File: src/rtl/pkt_tcp_csum_arbiter.sv
// pkt_tcp_csum_arbiter: round-robin sharing of one TCP checksum engine with guard gap and stall watchdog
module pkt_tcp_csum_arbiter #(
  parameter int NUM_REQ    = 4,
  parameter int GAP_CYCLES = 4,
  parameter int TIMEOUT    = 64
) (
  input  logic                   i_clk,
  input  logic                   i_rst,
  input  logic [NUM_REQ-1:0]     i_req,
  output logic [NUM_REQ-1:0]     o_grant,
  input  logic [NUM_REQ-1:0]     i_data_valid,
  input  logic [NUM_REQ*134-1:0] i_data,
  output logic                   o_data_valid,
  output logic [133:0]           o_data,
  output logic                   o_busy,
  output logic [15:0]            o_abort_cnt
);
  localparam int W  = 134;
  localparam int PW = $clog2(NUM_REQ);
  localparam int GW = $clog2(GAP_CYCLES + 1);
  localparam int WW = $clog2(TIMEOUT);
  localparam logic [NUM_REQ-1:0] ONE = 1;
  localparam logic [W-1:0] FORCED = {2'b11, 132'h0};
  typedef enum logic [1:0] {IDLE, XFER, GAP} state_t;
  state_t state_q;
  logic [PW-1:0] ptr_q, sel, ptr_nxt;
  logic [NUM_REQ-1:0] grant_q;
  logic dv_q;
  logic [W-1:0] data_q, word;
  logic [GW-1:0] gap_q;
  logic [WW-1:0] wd_q;
  logic [15:0] abort_q;
  logic acc, trl, expire;
  int idx;
  // first requester at or after the rr pointer, scanning with wrap; lowest offset wins
  always_comb begin
    sel = ptr_q;
    idx = 0;
    for (int i = NUM_REQ - 1; i >= 0; i--) begin
      idx = (int'(ptr_q) + i) % NUM_REQ;
      if (i_req[idx[PW-1:0]]) sel = idx[PW-1:0];
    end
  end
  // owner's word; only the granted lane can ever reach the engine
  always_comb begin
    word = '0;
    for (int k = 0; k < NUM_REQ; k++) if (grant_q[k]) word = i_data[k*W +: W];
  end
  assign ptr_nxt = (sel == PW'(NUM_REQ - 1)) ? '0 : sel + 1'b1;
  assign acc     = |(i_data_valid & grant_q);
  assign trl     = acc && (word[W-1:W-2] == 2'b11);
  assign expire  = !acc && (wd_q == WW'(TIMEOUT - 1));
  // arbitration FSM with registered grant, forwarded data, gap and watchdog counters
  always_ff @(posedge i_clk or posedge i_rst)
    if (i_rst) begin
      state_q <= IDLE;
      ptr_q   <= '0;
      grant_q <= '0;
      dv_q    <= 1'b0;
      data_q  <= '0;
      gap_q   <= '0;
      wd_q    <= '0;
      abort_q <= '0;
    end else begin
      dv_q <= 1'b0;
      case (state_q)
        IDLE: if (|i_req) begin
          grant_q <= ONE << sel;
          ptr_q   <= ptr_nxt;
          wd_q    <= '0;
          state_q <= XFER;
        end
        XFER: begin
          dv_q <= acc || expire;
          wd_q <= acc ? '0 : wd_q + 1'b1;
          if (acc) data_q <= word;
          if (trl || expire) begin
            grant_q <= '0;
            gap_q   <= GW'(GAP_CYCLES);
            state_q <= GAP;
          end
          if (expire) begin
            data_q  <= FORCED;
            abort_q <= abort_q + {15'd0, ~&abort_q};
          end
        end
        default: begin
          gap_q <= gap_q - 1'b1;
          if (gap_q == GW'(1)) state_q <= IDLE;
        end
      endcase
    end
  assign o_grant      = grant_q;
  assign o_data_valid = dv_q;
  assign o_data       = data_q;
  assign o_busy       = (state_q != IDLE);
  assign o_abort_cnt  = abort_q;
endmodule
File: config.mk
export PLATFORM = sky130hd
export DESIGN_NAME = pkt_tcp_csum_arbiter
export DESIGN_NICKNAME = d
export VERILOG_FILES = /design/src/rtl/pkt_tcp_csum_arbiter.sv
export SDC_FILE = /design/constraint.sdc
export NUM_CORES = 1
export LEC_CHECK = 0
export CORE_AREA = 5 5 269 271
export CTS_BUF_LIST = sky130_fd_sc_hd__clkbuf_8 sky130_fd_sc_hd__clkbuf_16
export DETAILED_ROUTE_END_ITERATION = 7
export DIE_AREA = 0 0 274 276
export GPL_ROUTABILITY_DRIVEN = 0
export PLACE_DENSITY_LB_ADDON = 0.15
export RECOVER_POWER = 50
export SLEW_MARGIN = 20
export SYNTH_ARGS = -nofsm -noshare
export SYNTH_HDL_FRONTEND = slang
export SYNTH_SLANG_ARGS = --single-unit
export TNS_END_PERCENT = 10
File: constraint.sdc
create_clock -name i_clk -period 6.64 [get_ports i_clk]
set_input_delay 1.328 -clock i_clk [delete_from_list [all_inputs] [get_ports i_clk]]
set_output_delay 1.328 -clock i_clk [all_outputs]
set_load 0.1 [all_outputs]
==> reports/results.ini, run 1 <==
[run_status]
status = finished, violations left
violations = capacitance limit, slew limit

[detailed_routing]
ant_nets = 0
firstDrtPassIters = 5
via_count = 11760
drtIter0Drc = 473
vias_per_cell = 4.380
drcViolationCount = 0
wl_um = 58560
wl_per_cell_um = 21.81

[timing]
worst_hold_slack_ns = 0.5048
totalNegativeSetupSlack_ns = 0
max_freq_mhz = 195.1
rsz0062_at_grt = no
min_period_over_period_pct = 77.20
finalCriticalPeriod_ns = 5.126
drv_slew = 209
setup_viol = 0
finClkSkew_ns = 0.01249
worst_pin_slew_ns = 3.328
timing.slew.headroom_pct = -121.8
hold_viol = 0

[worst_setup_path]
start_kind = input pin
end_kind = register
rrSetupSlack_ns = 1.91
path_cells = dlygate4sd3_1 -> a22oi_4 -> nand2_1 -> o21ai_4 -> clkbuf_2 -> a22o_1
cp-startpoint = i_data_valid[1]
worstRegToRegCells = 6
crit_path_max_incr_delay_ns = 2.27
path_max_fanout = 133
cp-endpoint = o_data[41]$_DFFE_PP0P_
timing.rr.end = o_data[41]$_DFFE_PP0P_
arrival_ns = 5.53
path_class = input pin to register
slowest_stage = clkbuf_2
r2r_start = o_grant[1]$_DFFE_PP0P_
cp_data_required_time_ns = 7.05

[placement]
portBuffers = 701
placed_cell_area_um2 = 18540
dp_hpwl_um = 44800

[cts]
cts_buffers = 17
post_cts_buffers = 0
htree_levels = 4
clock_path_buffers = 2
cts_resized = 0
cts_tree = done
clkSinkCount = 168
clkTransAtPathRegs_ns = 0.07
clock_latency_ns = 0.48
cts_root_buffer = clkbuf_16
hold_buffers = 0

[logic_synthesis]
synth_top_area_cell = dfrtp_1
synth-edff-count = 0
syn_area_per_cell_um2 = 9.641
ys_ff_latch = 168
yosys_most_used_dff = dfrtp_1
yosys_warnings = 0
synth_area_um2 = 10780
async_flop_share_pct = 100.0
synth_top_area_share_pct = 39.00
synthCells = 1118
synthTopCellsByArea = dfrtp_1 (39%), a22o_1 (11%), o31ai_1 (9.3%), a221oi_1 (8.5%), nor2b_1 (8.1%)
synth_cell_types = 57
yosysSeqAreaShare_pct = 39.00
synth.net_count = 1673

[finish]
num-nets-final = 2286
utilization_pct = 27.44
stdcell_area_um2 = 19090
area_growth_pct = 77.06
drive_gt1_share_pct = 5.103
n_fill_cell = 7412

[global_routing]
busiest_layer = met2
grtUsageMet3_pct = 5.228
overflow = 0
grt_pass1_wl_um = 84320
antenna_found_initial = 1
grt_util_met2_pct = 27.10
grt_pass1_vias = 12700
grt_start_max_net_pins = 160
grtUsageTotal_pct = 14.80
grt_use_met1_pct = 15.84

[floorplan]
start_util_pct = 15.50
core-area_um2 = 69540
boundaryPins = 702
dieArea_um2 = 75620
die-height_um = 276
num_rows = 97
die_x_um = 274

[power]
peakVddDrop_mv = 0.2255
p_per_area_nw_per_um2 = 377.4
p_total_mw = 7.202
leakagePower_nw = 6.979

[hold_path]
hold_class = register to register

[job]
maxCapViolations = 3

## power by group
part	total [mW]	leakage [nW]	switching, mW	internal [mW]
Sequential	1.54	2.22	0.231	1.31
Clock	1.03	0.272	0.476	0.549
Combinational	4.64	4.49	3.19	1.45
## stage by stage
stage               instances  setup WS [ns]
floorplan                1118         0.7653
global placement         2652          3.089
detailed placement       2652          3.086
CTS                      2684          2.560
global route             2685          1.292
finish                   2685          1.514
## routing by layer
metal	routed length [um]	vias up
li1	-	5568
met1	21850	5657
met2	30290	477
met3	4861	57
met4	1559	0
met5	0	-
## flip-flops by register name, indices dropped and copies added, names as in the netlist
name / count
o_abort_cnt: 16
ptr_q: 2
o_grant: 4
wd_q: 6
state_q: 2
o_data: 134
o_data_valid: 1
gap_q: 3
## synth_stat cells (3+ instances only)
cell      number
a31oi_1        5
o21ai_0        7
nor2b_1      139
ha_1           9
nand2b_1       4
a22o_1       138
a211oi_1       3
a221oi_2      27
nand4_1       10
nand3_1       10
dfrtp_1      168
nand2_1      144
inv_1         11
o31ai_1      134
and4_1         3
nor4_1         4
xnor2_1       15
a21oi_1       15
buf_6         10
clkbuf_1      67
buf_2         36
a221oi_1     105
or3_1          3
buf_4          9
## critical path: cells and delay by family
kind                   cells  cell delay (ns)
buffers and inverters      2             2.86
AND/OR/NAND/NOR            1             0.19
AO/OA/AOI/OAI              3             0.95
## final cells by class
type / instances / area, um2 / share of cell area (%)
timing repair buffer: 716 / 7146 / 37.44
multi-input combinational: 816 / 5917 / 31.00
sequential: 168 / 4215 / 22.09
tap: 940 / 1176 / 6.162
clock buffer: 20 / 466.7 / 2.445
clock inverter: 12 / 116.4 / 0.6097
inverter: 12 / 46.29 / 0.2426
antenna: 1 / 2.502 / 0.01311
## logic make-up (layout without fill, tap and decap cells)
group / Yosys count / in the layout / synth area share (%)
multiplexers: 3 / 3 / 0.3134
adder cells (fa/ha/maj): 9 / 9 / 1.045
XOR/XNOR: 16 / 16 / 1.300
buffers and inverters: 134 / 760 / 6.094
other: 0 / 1 / 0
AND/OR/NAND/NOR: 334 / 334 / 16.16
AO/OA/AOI/OAI: 454 / 454 / 36.09
flip-flops: 168 / 168 / 39.00
## cells in the final DEF, fill, tap and decap left out, drive strengths merged, types with 5 or more instances in the layout
master / n
a21oi: 16
a221oi: 132
a22o: 138
a31oi: 5
buf: 14
clkbuf: 22
clkdlybuf4s50: 696
clkinvlp: 6
dfrtp: 168
ha: 9
inv: 14
nand2: 145
nand3: 11
nand4: 10
nor2b: 139
nor4: 5
o21ai: 8
o31ai: 134
xnor2: 15
## how the worst min path moves through the flow
stage,startpoint,endpoint,depth (start not counted)
floorplan,gap_q[1]$_DFFE_PP0P_,gap_q[1]$_DFFE_PP0P_,2
global placement,o_data[130]$_DFFE_PP0P_,o_data[130]$_DFFE_PP0P_,1
detailed placement,o_data[28]$_DFFE_PP0P_,o_data[28]$_DFFE_PP0P_,1
CTS,o_data[73]$_DFFE_PP0P_,o_data[73]$_DFFE_PP0P_,1
global route,o_data[35]$_DFFE_PP0P_,o_data[35]$_DFFE_PP0P_,1
finish,o_data[86]$_DFFE_PP0P_,o_data[86]$_DFFE_PP0P_,1
(Power assumes the default switching activity.)
==> inputs of run 2 (changes only) <==
==> constraint.sdc (replaced) <==
create_clock -name i_clk -period 5.4 [get_ports i_clk]
set_input_delay 1.08 -clock i_clk [delete_from_list [all_inputs] [get_ports i_clk]]
set_output_delay 1.08 -clock i_clk [all_outputs]
set_load 0.1 [all_outputs]
==> reports/results.ini, run 2 (synthesized netlist as in run 1, its figures left out) <==
[timing]
finalCriticalPeriod_ns = 4.181
worst_pin_slew_ns = 2.087  ; was 3.328 ns
drv_slew = 216  ; was 209
setup_slack_ns = 1.219  ; was 1.514 ns
min_period_over_period_pct = 77.43
finClkSkew_ns = 0.01321  ; was 0.01249 ns
hold_viol = 0  ; unchanged
timing.slew.headroom_pct = -39.11  ; was -121.8%
setup_viol = 0  ; unchanged
totalNegativeSetupSlack_ns = 0  ; unchanged
rsz0062_at_grt = no  ; unchanged
worst_hold_slack_ns = 0.5013  ; was 0.5048 ns
max_freq_mhz = 239.2

[detailed_routing]
wl_um = 58820  ; was 58560 um
drtIter0Drc = 569  ; was 473
via_count = 11870  ; was 11760
ant_nets = 0  ; unchanged
drcViolationCount = 0  ; unchanged
vias_per_cell = 4.413  ; was 4.380
firstDrtPassIters = 5  ; unchanged
wl_per_cell_um = 21.87  ; was 21.81 um

[cts]
clock_latency_ns = 0.47  ; was 0.48 ns
cts_tree = done  ; unchanged
clkSinkCount = 168  ; unchanged
hold_buffers = 0  ; unchanged
htree_levels = 4  ; unchanged
clock_path_buffers = 2  ; unchanged
cts_buffers = 17  ; unchanged
cts_root_buffer = clkbuf_16  ; unchanged
clkTransAtPathRegs_ns = 0.07  ; about the same
cts_resized = 0  ; unchanged
post_cts_buffers = 0  ; unchanged

[global_routing]
antenna_found_initial = 2  ; was 1
grtUsageTotal_pct = 14.74  ; was 14.80%
overflow = 0  ; unchanged
grt_pass1_wl_um = 84240  ; was 84320 um
grt_start_max_net_pins = 155  ; was 160
grt_pass1_vias = 12630  ; was 12700

[finish]
finalNonFillerCells = 2690  ; was 2685
num-nets-final = 2290  ; was 2286
drive_gt1_share_pct = 5.092  ; was 5.103%
largest_register_ffs = 134  ; unchanged
stdcell_area_um2 = 19120  ; was 19090 um2
final_cell_mix = clkdlybuf4s50_1 (696), dfrtp_1 (165), nand2_1 (145), nor2b_1 (138), a22o_1 (138)  ; unchanged
final_common_cell = clkdlybuf4s50_1  ; unchanged
area_growth_pct = 77.36  ; was 77.06%

[worst_setup_path]
end_kind = register  ; unchanged
critPathBufInv = 2  ; unchanged
slowest_stage = clkbuf_2  ; unchanged
cp_data_required_time_ns = 5.81  ; was 7.05 ns
path_class = input pin to register  ; unchanged
critPathTopFamily = buffers and inverters  ; unchanged
crit_path_max_incr_delay_ns = 1.20  ; was 2.27 ns
r2r_start = o_grant[1]$_DFFE_PP0P_  ; unchanged
start_kind = input pin  ; unchanged
arrival_ns = 4.59  ; was 5.53 ns
path_max_fanout = 68  ; was 133
path_cells = dlygate4sd3_1 -> a22oi_1 -> nand2_1 -> o21ai_0 -> clkbuf_2 -> a22o_1  ; was dlygate4sd3_1 -> a22oi_4 -> nand2_1 -> o21ai_4 -> clkbuf_2 -> a22o_1
cp-startpoint = i_data_valid[1]  ; unchanged

[hold_path]
hold_class = register to register  ; unchanged
hp-start = o_data[81]$_DFFE_PP0P_  ; was o_data[86]$_DFFE_PP0P_

[floorplan]
die_x_um = 274  ; unchanged
boundaryPins = 702  ; unchanged
core-area_um2 = 69540  ; unchanged
start_util_pct = 15.50  ; unchanged
dieArea_um2 = 75620  ; unchanged
num_rows = 97  ; unchanged
die-height_um = 276  ; unchanged

[job]
maxCapViolations = 5  ; was 3

[placement]
placed_cell_area_um2 = 18580  ; was 18540 um2
dp_hpwl_um = 45090  ; was 44800 um
place_ws_ns = 2.055  ; was 3.086 ns
dpl.cell_count = 2656  ; was 2652
portBuffers = 701  ; unchanged

[power]
leakagePower_nw = 6.997  ; was 6.979 nW
peakVddDrop_mv = 0.1978  ; was 0.2255 mV
p_per_area_nw_per_um2 = 465.7  ; was 377.4 nW/um2

[run_status]
violations = capacitance limit, slew limit  ; unchanged
status = finished, violations left  ; unchanged

-- run 2: path summary, 6_finish.rpt --
| kind | end | slack, ns | cells after the start |
|---|---|---|---|
| max in group asynchronous | o_data[46]$_DFFE_PP0P_ | 1.67 | 4 |
| hold / removal | o_data[81]$_DFFE_PP0P_ | 0.50 | 1 |
| setup reg to reg | o_data[39]$_DFFE_PP0P_ | 1.57 | 5 |
| setup / recovery | o_data[39]$_DFFE_PP0P_ | 1.22 | 6 |
| min in group asynchronous | o_data[6]$_DFFE_PP0P_ | 1.28 | 3 |
| hold reg to reg | o_data[81]$_DFFE_PP0P_ | 0.50 | 1 |
-- run 2: cell type report --
| class | count | area, um2 |
|---|---|---|
| tap | 940 | 1176 |
| sequential | 168 | 4215 |
| inverter | 12 | 46.29 |
| multi-input combinational | 816 | 5892 |
| timing repair buffer | 720 | 7178 |
| clock inverter | 12 | 138.9 |
| antenna | 2 | 5.005 |
| fill | 7402 | 50420 |
| clock buffer | 20 | 466.7 |
-- run 2: worst reg2reg max path, cell delays in order (launching register included) --
cell,delay (ns)
dfrtp_4,0.72
a22oi_1,0.83
nand2_1,0.22
o21ai_0,0.38
clkbuf_2,1.20
a22o_1,0.42
-- run 2: layer usage --
layer	track usage [%]	vias to the layer above	wire, um
met5	0	-	0
met4	4.682	0	1438
met3	4.786	46	4689
met2	26.69	486	30490
met1	16.28	5758	22200
li1	-	5581	-
-- run 2: power breakdown --
part,leakage [nW],internal [mW],switching [mW]
registers,2.22,1.61,0.305
clock network,0.291,0.724,0.589
logic,4.49,1.78,3.90
total,7.00,4.11,4.79
-- run 2: metrics by stage --
| stage | util (%) | power [mW] |
|---|---|---|
| global placement | 26.70 | 7.702 |
| floorplan | - | 5.896 |
| finish | 27.49 | 8.903 |
| CTS | 27.58 | 9.090 |
| global route | 27.49 | 9.370 |
| detailed placement | 26.71 | 7.707 |
